`src/rtl/dice_pkg.sv`:
```
// Shared constants and types for the die-roll seven-segment decoder.
// Segment codes are active-low {g,f,e,d,c,b,a}; face 0 means none/invalid.
package dice_pkg;

   localparam logic [6:0] SEG_ONE   = 7'h79;
   localparam logic [6:0] SEG_TWO   = 7'h24;
   localparam logic [6:0] SEG_THREE = 7'h30;
   localparam logic [6:0] SEG_FOUR  = 7'h19;
   localparam logic [6:0] SEG_FIVE  = 7'h12;
   localparam logic [6:0] SEG_SIX   = 7'h02;
   localparam logic [6:0] SEG_BLANK = 7'h7F;

   typedef logic [3:0] face_t;

   typedef enum logic [1:0] {
      ST_EMPTY,
      ST_SETTLE,
      ST_LOCKED
   } state_t;

   function automatic face_t seg2face(input logic [6:0] s);
      face_t f;
      case (s)
         SEG_ONE:   f = 4'd1;
         SEG_TWO:   f = 4'd2;
         SEG_THREE: f = 4'd3;
         SEG_FOUR:  f = 4'd4;
         SEG_FIVE:  f = 4'd5;
         SEG_SIX:   f = 4'd6;
         default:   f = 4'd0;
      endcase
      return f;
   endfunction

endpackage

```
`src/rtl/seg_stable_filter.sv`:
```
// Debounces the segment bus: registers each sample and strobes acceptance once.
// Ports: clk, reset (sync, active-low), segments in; acc_pattern, acc_stb out.
module seg_stable_filter
   import dice_pkg::*;
#(
   parameter int STABLE_CYCLES = 4
) (
   input  logic       clk,
   input  logic       reset,
   input  logic [6:0] segments,
   output logic [6:0] acc_pattern,
   output logic       acc_stb
);

   localparam logic [3:0] CMAX = 4'(STABLE_CYCLES - 1);

   logic [6:0] sample;
   logic [3:0] cnt;
   logic       fired;
   logic       same;

   assign same        = (segments == sample);
   assign acc_pattern = sample;
   // fired blocks repeat strobes while a saturated pattern is held
   assign acc_stb     = same && (cnt == CMAX) && !fired;

   always_ff @(posedge clk) begin
      if (!reset) begin
         sample <= SEG_BLANK;
         cnt    <= 4'd0;
         fired  <= 1'b0;
      end else begin
         sample <= segments;
         if (same) begin
            if (cnt != CMAX) cnt <= cnt + 4'd1;
         end else begin
            cnt <= 4'd0;
         end
         if (!same)       fired <= 1'b0;
         else if (acc_stb) fired <= 1'b1;
      end
   end

endmodule

```
`src/rtl/dice_seg_decode.sv`:
```
// Decodes a debounced die display into a face, roll pulses and statistics.
// Ports: clk, reset, segments, clr_stats, tally_sel in; face, flags, counters out.
module dice_seg_decode
   import dice_pkg::*;
#(
   parameter int STABLE_CYCLES = 4
) (
   input  logic       clk,
   input  logic       reset,
   input  logic [6:0] segments,
   input  logic       clr_stats,
   input  logic [2:0] tally_sel,
   output logic [3:0] face,
   output logic       face_valid,
   output logic       new_roll,
   output logic       bad_code,
   output logic [7:0] tally_out,
   output logic [9:0] total_rolls,
   output logic [7:0] bad_count
);

   state_t          state;
   logic [6:0]      acc_pattern;
   logic            acc_stb;
   logic [6:0]      last_pat;
   logic            has_last;
   logic [5:0][7:0] tally;
   face_t           acc_face;
   logic            repeat_acc;
   logic            roll_now;
   logic            bad_now;

   seg_stable_filter #(
      .STABLE_CYCLES(STABLE_CYCLES)
   ) u_filter (
      .clk        (clk),
      .reset      (reset),
      .segments   (segments),
      .acc_pattern(acc_pattern),
      .acc_stb    (acc_stb)
   );

   assign acc_face   = seg2face(acc_pattern);
   // re-accepting the last pattern (e.g. after a glitch) is silent
   assign repeat_acc = has_last && (acc_pattern == last_pat);
   assign roll_now   = acc_stb && !repeat_acc && (acc_face != 4'd0);
   assign bad_now    = acc_stb && !repeat_acc && (acc_face == 4'd0);

   always_ff @(posedge clk) begin
      if (!reset) begin
         state       <= ST_EMPTY;
         last_pat    <= SEG_BLANK;
         has_last    <= 1'b0;
         face        <= 4'd0;
         face_valid  <= 1'b0;
         new_roll    <= 1'b0;
         bad_code    <= 1'b0;
         tally       <= '0;
         total_rolls <= 10'd0;
         bad_count   <= 8'd0;
      end else begin
         new_roll <= roll_now;
         bad_code <= bad_now;

         if (acc_stb) begin
            state <= ST_LOCKED;
         end else begin
            unique case (state)
               ST_EMPTY:  state <= ST_SETTLE;
               ST_SETTLE: state <= ST_SETTLE;
               ST_LOCKED:
                  if (segments != last_pat) state <= ST_SETTLE;
               default:   state <= ST_EMPTY;
            endcase
         end

         if (acc_stb) begin
            has_last <= 1'b1;
            last_pat <= acc_pattern;
         end

         if (roll_now) begin
            face       <= acc_face;
            face_valid <= 1'b1;
         end else if (bad_now) begin
            face       <= 4'd0;
            face_valid <= 1'b0;
         end

         // a clear wins over any coincident count
         if (clr_stats) begin
            tally       <= '0;
            total_rolls <= 10'd0;
            bad_count   <= 8'd0;
         end else begin
            if (roll_now && total_rolls != 10'h3FF)
               total_rolls <= total_rolls + 10'd1;
            if (bad_now && bad_count != 8'hFF)
               bad_count <= bad_count + 8'd1;
            for (int i = 0; i < 6; i++) begin
               if (roll_now && acc_face == 4'(i + 1) &&
                   tally[i] != 8'hFF)
                  tally[i] <= tally[i] + 8'd1;
            end
         end
      end
   end

   always_comb begin
      tally_out = 8'd0;
      case (tally_sel)
         3'd1:    tally_out = tally[0];
         3'd2:    tally_out = tally[1];
         3'd3:    tally_out = tally[2];
         3'd4:    tally_out = tally[3];
         3'd5:    tally_out = tally[4];
         3'd6:    tally_out = tally[5];
         default: tally_out = 8'd0;
      endcase
   end

endmodule

```
`config.mk`:
```
export PLATFORM = sky130hd
export DESIGN_NAME = dice_seg_decode
export DESIGN_NICKNAME = d
export VERILOG_FILES = /design/src/rtl/dice_pkg.sv /design/src/rtl/seg_stable_filter.sv /design/src/rtl/dice_seg_decode.sv
export SDC_FILE = /design/constraint.sdc
export NUM_CORES = 1
export LEC_CHECK = 0
export ABC_AREA = 1
export CAP_MARGIN = 20
export CORE_ASPECT_RATIO = 0.5
export CORE_MARGIN = 4
export CORE_UTILIZATION = 31
export CTS_BUF_LIST = sky130_fd_sc_hd__clkbuf_8 sky130_fd_sc_hd__clkbuf_16
export CTS_CLUSTER_DIAMETER = 120
export DETAILED_ROUTE_END_ITERATION = 10
export PLACE_DENSITY = 0.45
export RECOVER_POWER = 25
export SLEW_MARGIN = 20
export SYNTH_ARGS = -nofsm -noshare
export SYNTH_HDL_FRONTEND = slang
export SYNTH_HIERARCHICAL = 1
export SYNTH_SLANG_ARGS = --single-unit
```
`constraint.sdc`:
```
create_clock -name clk -period 5.75 [get_ports clk]
set_input_delay 1.15 -clock clk [delete_from_list [all_inputs] [get_ports clk]]
set_output_delay 1.15 -clock clk [all_outputs]
set_load 0.005 [all_outputs]
```
==> results of run 1 <==
-- layout by cell type (no fill, tap or decap), types with 3 or more instances in the layout --
master | synthesis | routed
xnor2_1 | 11 | 11
clkdlybuf4s50_1 | 0 | 25
nor2_2 | 12 | 12
a221oi_1 | 6 | 6
nor2_1 | 87 | 87
dfxtp_1 | 92 | 92
a21oi_1 | 61 | 61
nand3_1 | 70 | 71
ha_1 | 9 | 9
nand3_4 | 3 | 3
nor3_1 | 19 | 19
nand2_2 | 5 | 5
clkbuf_16 | 0 | 9
nor2_4 | 6 | 6
inv_2 | 5 | 5
nand4_1 | 19 | 19
nor4_1 | 3 | 3
xor2_1 | 32 | 32
dlygate4sd3_1 | 0 | 19
o22ai_1 | 6 | 6
nand2_1 | 193 | 193
o21ai_0 | 27 | 27
nand3b_1 | 4 | 4
and3_1 | 2 | 3
inv_1 | 77 | 78
-- final timing paths --
kind                       end  slack, ps
hold / removal         face[2]        470
setup / recovery  tally_out[2]       1100
hold reg to reg        face[2]        470
setup reg to reg     tally[24]       2580
-- sequential cells by signal (all words and copies together) (netlist names) --
| name | flops |
|---|---|
| total_rolls | 10 |
| bad_count | 8 |
| u_filter/cnt | 4 |
| u_filter/acc_pattern | 7 |
| new_roll | 1 |
| u_filter/fired | 1 |
| tally | 48 |
| bad_code | 1 |
| last_pat | 7 |
| face_valid | 1 |
| has_last | 1 |
| face | 3 |
-- through the flow --
stage          utilization, %  total power, mW  instances  instance area [um^2]
2_1_floorplan               -            0.697        786                  5360
3_3_place_gp             35.9            0.717       1039                  5980
3_5_place_dp             35.9            0.718       1039                  5980
4_1_cts                  37.7             1.31       1055                  6270
5_1_grt                  37.6             1.35       1055                  6260
6_report                 37.6             1.29       1055                  6260
-- worst max-delay path, delay by kind of cell --
| kind | cells | cell delay, ps |
|---|---|---|
| buffers and inverters | 3 | 1200 |
| AND/OR/NAND/NOR | 1 | 710 |
| AO/OA/AOI/OAI | 3 | 440 |
-- cell families after synthesis --
| kind of cell | after synthesis | share of synthesized area (%) |
|---|---|---|
| adder cells (fa/ha/maj) | 9 | 2.10 |
| AND/OR/NAND/NOR | 433 | 37.7 |
| XOR/XNOR | 43 | 7.03 |
| buffers and inverters | 102 | 7.96 |
| flip-flops | 92 | 34.4 |
| other | 1 | 0.0700 |
| AO/OA/AOI/OAI | 106 | 10.8 |
-- layer usage --
layer	vias up	share of wire [%]
met5	-	0
met4	0	1.0
met3	13	4.3
met2	94	40
met1	2281	54
li1	2642	-
-- layout make-up --
class                   instances  area share [%]
multi-input cells             592            49.3
flip-flops and latches         92            29.4
inverters                      82            4.92
repair buffers                 46            7.27
clock inverters                 5           0.579
clock buffers                  11            4.04
well taps                     227            4.54
-- power by group --
part	switching (mW)	total, mW	leakage, nW	internal, mW
clock network	0.267	0.585	0.140	0.318
registers	0.00757	0.647	0.743	0.639
logic	0.0350	0.0551	1.67	0.0202
==> key figures, run 1 <==
Status
  • Status: completed

Synthesis
  • Yosys top cell area share: 34.4%
  • Sequential area share after synthesis: 34.4%
  • Synth Instances: 786
  • Post-synth top cells: nand2_1, dfxtp_1, nor2_1
  • Synth top area cells: dfxtp_1, nand2_1, nand3_1, nor2_1, a21oi_1
  • Most common cell in the netlist: nand2_1
  • Post-synth net total: 808
  • Leading area contributor after synthesis: dfxtp_1
  • Seq cells post-synth: 92
  • Syn Area/Cell: 6.82 um^2
  • Async SR Flop Fraction: 0%
  • Synthesized area: 5360 um^2
  • Post-synth EDFFs: 0
  • Most used DFF post-synth: dfxtp_1
  • Count of cell types in the netlist: 38
  • Synth warn: 6

STA
  • Max frequency: 215 MHz
  • Worst setup margin: 1100 ps
  • Setup tns final: 0 ps
  • Final Setup Violations: 0
  • Final hold violations: 0
  • Hold Slack: 465 ps
  • Worst-margin pin slew: 953 ps
  • RSZ-0062 raised after global routing: false
  • Max_slew headroom: 36.0%
  • Max-slew violation count: 0
  • Setup Skew: 9.95 ps
  • Period utilization: 80.9%
  • Min Tclk post-route: 4650 ps

Global routing
  • Global-route wire length before repair: 24800 um
  • GR met3 Demand/Resource: 4.04%
  • Initial antenna violation count: 0
  • Vias in the first global route: 4722
  • M2 GR Usage: 22.9%
  • Top Usage Layer GRT: met1
  • Pin count of the biggest net entering global routing: 49
  • Overflow after GRT: 0
  • Total GRT Usage: 15.6%
  • Met1 GRT Util: 23.0%

Final layout
  • Layout cell share with drive strength beyond 1: 6.64%
  • Area of the multi-input gates: 3080 um^2
  • Reg area: 1840 um^2
  • N_diodes: 0
  • Fillers: 1795
  • Layout area overhead: 16.9%
  • Final nets: 845

Critical path
  • Worst setup SP type: primary input
  • Data arrival, critical path: 3500 ps
  • Crit path capture type: output pin
  • Crit-path slowest cell: nor3_1
  • CP required: 4600 ps
  • CP Class: primary input to output pin
  • R2R depth: 9
  • Crit-path max FO: 8
  • Delay of the slowest cell on the worst path: 710 ps
  • Cell Chain, Critical Path: clkdlybuf4s50_1 -> inv_1 -> nor3_1 -> a22o_1 -> a21oi_1 -> o2111ai_1 -> clkdlybuf4s50_1
  • CP dominant cell by count: clkdlybuf4s50_1
  • Worst r2r src: u_filter/acc_pattern[2]
  • Worst setup path startpoint: tally_sel[2]

CTS
  • # hold bufs at CTS: 0
  • Root buf cell: clkbuf_16
  • # resized after CTS: 0
  • CTS H-tree depth: 3
  • CTS Buf Count: 9
  • Clock Latency Late Sink: 350 ps
  • Clock transition at path regs: 60 ps
  • CTS tree: yes
  • Num Clock Sinks: 92
  • Clock buffer depth: 2
  • Setup bufs post-CTS: 0

Min path
  • Hold crit path type: flip-flop to flip-flop
  • Hold path startpoint: face[2]
  • Hold path cells: 2

Routing
  • DRC: 0
  • DRT antenna net count: 0
  • Wire per inst: 14.1 um
  • Total Wirelength: 14900 um
  • Avg Vias per Cell: 4.77
  • Drt first pass iters: 5
  • Initial DRC count: 401
  • Via count: 5030

Die
  • Core area: 16600 um^2
  • Row count: 33
  • Boundary Pins: 46
  • Initial core utilization: 32.2%
  • Die W: 194 um
  • Die Y: 101 um
  • Die ar.: 19600 um^2

Placed design
  • Hpwl dp: 11000 um
  • RD Place Congestion: 0.843
  • DP Worst Slack: 1170 ps
  • Number of port buffers: 44

Pwr
  • Pwr dens: 205 nW/um^2
  • Worst VDD drop: 0.000131 V
  • Pleak: 2.55 nW

Run
  • Max Cap Violations: 0
No activity file was read; power rests on OpenSTA's default activity.
==> inputs of run 2 (changes only) <==
Settings changed: PLACE_DENSITY 0.45 to 0.47.
Clock period 5.75 ns to 4.1 ns, I/O delays scaled along.
==> key figures, run 2 (synthesis gave the netlist of run 1 again) <==
Global routing
  • Global-route wire length before repair: 24300 um
  • Pin count of the biggest net entering global routing: 29
  • Vias in the first global route: 4798
  • Total GRT Usage: 15.4%
  • Initial antenna violation count: 0
  • Overflow after GRT: 0

Routing
  • Initial DRC count: 270
  • Wire per inst: 13.7 um
  • Avg Vias per Cell: 4.76
  • DRC: 0
  • Via count: 5041
  • Drt first pass iters: 5
  • DRT antenna net count: 0
  • Total Wirelength: 14500 um

STA
  • Worst-margin pin slew: 535 ps
  • Max-slew violation count: 0
  • Final Setup Violations: 0
  • Worst setup margin: 510 ps
  • Min Tclk post-route: 3590 ps
  • Final hold violations: 0
  • Max_slew headroom: 64.2%
  • Period utilization: 87.6%
  • Setup Skew: 5.17 ps
  • Max frequency: 279 MHz
  • Setup tns final: 0 ps
  • RSZ-0062 raised after global routing: false

Placed design
  • Number of port buffers: 44
  • Hpwl dp: 10900 um
  • Placed Instances: 1046
  • RD Place Congestion: 0.836
  • DP Worst Slack: 525 ps

Critical path
  • Crit-path max FO: 8
  • Delay of the slowest cell on the worst path: 570 ps
  • Crit path capture type: output pin
  • CP required: 3280 ps
  • Worst setup path startpoint: tally_sel[2]
  • Data arrival, critical path: 2770 ps
  • Cell Chain, Critical Path: clkdlybuf4s50_1 -> inv_1 -> nand3_1 -> o22ai_1 -> a221oi_1 -> nand3_1 -> clkdlybuf4s50_1
  • Worst setup SP type: primary input
  • Crit-path slowest cell: clkdlybuf4s50_1
  • CP Class: primary input to output pin
  • Worst r2r src: u_filter/acc_pattern[4]

CTS
  • Clock transition at path regs: 60 ps
  • Num Clock Sinks: 92
  • CTS H-tree depth: 3
  • Root buf cell: clkbuf_16
  • # resized after CTS: 0
  • Setup bufs post-CTS: 0
  • Clock buffer depth: 2
  • Clock Latency Late Sink: 350 ps
  • CTS tree: yes
  • CTS Buf Count: 9
  • # hold bufs at CTS: 0

Run
  • Max Cap Violations: 0

Pwr
  • P_sw: 408 uW
  • Worst VDD drop: 0.000198 V
  • Cell-internal power: 1.42 mW
  • Pleak: 2.60 nW
  • Comb pwr share: 4.4%
  • Tot Pwr: 1.83 mW
  • Switching share of power: 22.3%
  • Part of the power in registers: 49.6%
  • Clock share of power: 46.1%
  • Pwr dens: 290 nW/um^2

Die
  • Initial core utilization: 32.2%
  • Die W: 194 um
  • Row count: 33
  • Die ar.: 19600 um^2
  • Core area: 16600 um^2
  • Boundary Pins: 46
  • Die Y: 101 um

Final layout
  • Final nets: 852
  • Biggest register: tally
  • Leading cell type in the layout, fill and taps excluded: nand2_1
  • Max FFs per register: 48
  • Layout cell share with drive strength beyond 1: 7.08%
  • N_diodes: 0
  • Most frequent cells in the layout: nand2_1, dfxtp_1, nor2_1
  • Fin cells: 1060
  • Biggest regs: tally: 48 flops, total_rolls: 10 flops, bad_count: 8 flops
  • Post-layout util: 38.0%
  • Layout area overhead: 17.8%
  • Fillers: 1795

Min path
  • Hold path startpoint: face[2]
  • Hold crit path type: flip-flop to flip-flop

Status
  • Status: completed
-- run 2: final cells by class --
| class | count | area (um^2) | area share [%] |
|---|---|---|---|
| Multi-Input combinational cell | 592 | 3080 | 48.8 |
| Sequential cell | 92 | 1840 | 29.2 |
| Timing Repair Buffer | 53 | 508 | 8.04 |
| Inverter | 82 | 308 | 4.87 |
| Tap cell | 227 | 284 | 4.50 |
| Clock buffer | 11 | 253 | 4.00 |
| Clock inverter | 3 | 38.8 | 0.614 |
-- run 2: metal layers --
metal  vias up  wire length, um  global-route usage, %
met5         -                0                      0
met3        14              759                   4.21
met1      2277             7740                   21.8
met2        93             5880                   23.2
li1       2657                -                      -
met4         0              170                   3.62
-- run 2: path summary, 6_finish.rpt --
path	endpoint	cells after the start	slack, ps
hold / removal	face[2]	2	460
setup / recovery	tally_out[3]	7	510
setup reg to reg	tally[24]	10	1450
hold reg to reg	face[2]	2	460
-- run 2: power groups by stage --
stage               clock, mW  sequential, mW  combinational, mW
floorplan                   0           0.922             0.0557
global placement            0           0.928             0.0810
detailed placement          0           0.928             0.0811
CTS                     0.878           0.908             0.0814
global route            0.912           0.908             0.0909
finish                  0.844           0.908             0.0797
-- run 2: per-stage QoR --
stage / area [um^2] / hold slack [ps]
2_1_floorplan: 5360 / 450
3_3_place_gp: 6030 / 453
3_5_place_dp: 6030 / 459
4_1_cts: 6320 / 471
5_1_grt: 6310 / 511
6_report: 6310 / 463
-- run 2: worst max-delay path, delay by kind of cell --
kind,cells,cell delay (ps)
AOI/OAI and AO/OA,2,380
buffers and inverters,3,1150
and+or+nand+nor,2,410
==> inputs of run 3 (changes only) <==
Settings changed: CORE_MARGIN 4 to 5, SETUP_SLACK_MARGIN set to 0.15.
==> key figures, run 3 (synthesis gave the netlist of run 1 again) <==
Status
  • Status: completed

Final layout
  • Max FFs per register: 48
  • Layout area overhead: 18.0%
  • Final nets: 851
  • Fillers: 1873
  • Area of the multi-input gates: 3080 um^2
  • Reg area: 1840 um^2
  • Biggest register: tally
  • Biggest regs: tally: 48 flops, total_rolls: 10 flops, bad_count: 8 flops
  • Most frequent cells in the layout: nand2_1, dfxtp_1, nor2_1
  • Post-layout util: 36.8%
  • N_diodes: 0
  • Layout cell share with drive strength beyond 1: 7.07%
  • Final instance area: 6320 um^2
  • Leading cell type in the layout, fill and taps excluded: nand2_1

Global routing
  • Global-route wire length before repair: 24200 um
  • Vias in the first global route: 4661
  • Pin count of the biggest net entering global routing: 49
  • Initial antenna violation count: 0
  • Total GRT Usage: 15.0%
  • Overflow after GRT: 0

STA
  • Worst-margin pin slew: 630 ps
  • Final hold violations: 0
  • Setup Skew: 8.13 ps
  • Min Tclk post-route: 3670 ps
  • Setup tns final: 0 ps
  • Max_slew headroom: 58.0%
  • Final Setup Violations: 0
  • Period utilization: 89.5%
  • RSZ-0062 raised after global routing: false
  • Worst setup margin: 429 ps
  • Max-slew violation count: 0
  • Max frequency: 272 MHz

Routing
  • DRC: 0
  • Top Metal Used: met4
  • WL met2: 6160 um
  • Drt first pass iters: 7
  • Wl on met1: 7760 um
  • Via count: 5102
  • DRT antenna net count: 0
  • Initial DRC count: 308
  • Wire per inst: 13.8 um
  • Total Wirelength: 14700 um
  • Met3 WL: 690 um
  • Avg Vias per Cell: 4.78

CTS
  • Clock buffer depth: 2
  • Setup bufs post-CTS: 0
  • # hold bufs at CTS: 0
  • CTS H-tree depth: 3
  • CTS tree: yes
  • CTS Buf Count: 9
  • Root buf cell: clkbuf_16
  • Clock transition at path regs: 60 ps
  • # resized after CTS: 0
  • Num Clock Sinks: 92
  • Clock Latency Late Sink: 350 ps

Placed design
  • RD Place Congestion: 0.793
  • Number of port buffers: 44
  • Hpwl dp: 10900 um
  • Placed cell areas: 6030 um^2
  • DP Worst Slack: 453 ps

Critical path
  • Data arrival, critical path: 2850 ps
  • Worst setup SP type: primary input
  • CP Class: primary input to output pin
  • Crit-path max FO: 8
  • CP required: 3280 ps
  • Crit path capture type: output pin

Die
  • Die Y: 103 um
  • Row count: 34
  • Die ar.: 20200 um^2
  • Core area: 17200 um^2
  • Initial core utilization: 31.2%
  • Die W: 196 um
  • Boundary Pins: 46

Run
  • Max Cap Violations: 0

Pwr
  • Pwr dens: 289 nW/um^2
  • Pleak: 2.59 nW
  • Worst VDD drop: 0.000219 V

Min path
  • Hold crit path type: flip-flop to flip-flop
## run 3: cell count changes in the layout (fill, tap and decap cells not counted), sizes merged
cell           before  now
inv                83   85
dlygate4sd3        19   18
clkinvlp            0    1
clkdlybuf4s50      25   26
buf                 9    8
clkbuf             11   10
## run 3: per-stage QoR
step / total power, mW / cells / hold slack [ps]
2_1_floorplan: 0.978 / 786 / 450
3_3_place_gp: 1.01 / 1052 / 457
3_5_place_dp: 1.01 / 1052 / 457
4_1_cts: 1.86 / 1068 / 466
5_1_grt: 1.91 / 1068 / 477
6_report: 1.83 / 1068 / 460
## run 3: routing by layer
metal | global-route usage (%) | vias up
met3 | 3.89 | 10
met2 | 23.0 | 97
met4 | 2.90 | 0
met5 | 0 | -
li1 | - | 2670
met1 | 21.3 | 2325
## run 3: critical path: stages
cell	delay [ps]
clkdlybuf4s50_1	580
inv_1	110
nand3_1	250
o22ai_1	140
a221oi_1	310
nand3_1	160
clkdlybuf4s50_1	480
## run 3: final timing paths
path,start,end,slack [ps],depth (start not counted)
max,tally_sel[2],tally_out[5],430,7
min,face[2],face[2],460,2
max reg2reg,u_filter/acc_pattern[2],total_rolls[4],1480,9
min reg2reg,face[2],face[2],460,2
## run 3: power breakdown
part	internal (mW)	leakage [nW]	switching (mW)
registers	0.897	0.743	0.0110
logic	0.0300	1.70	0.0496
clock network	0.484	0.152	0.355
## run 3: final cells by class
| type | instances | area share [%] |
|---|---|---|
| multi-input cells | 592 | 48.8 |
| well taps | 234 | 4.63 |
| clock inverters | 6 | 0.910 |
| flip-flops and latches | 92 | 29.1 |
| clock buffers | 10 | 3.78 |
| inverters | 82 | 4.87 |
| repair buffers | 52 | 7.91 |
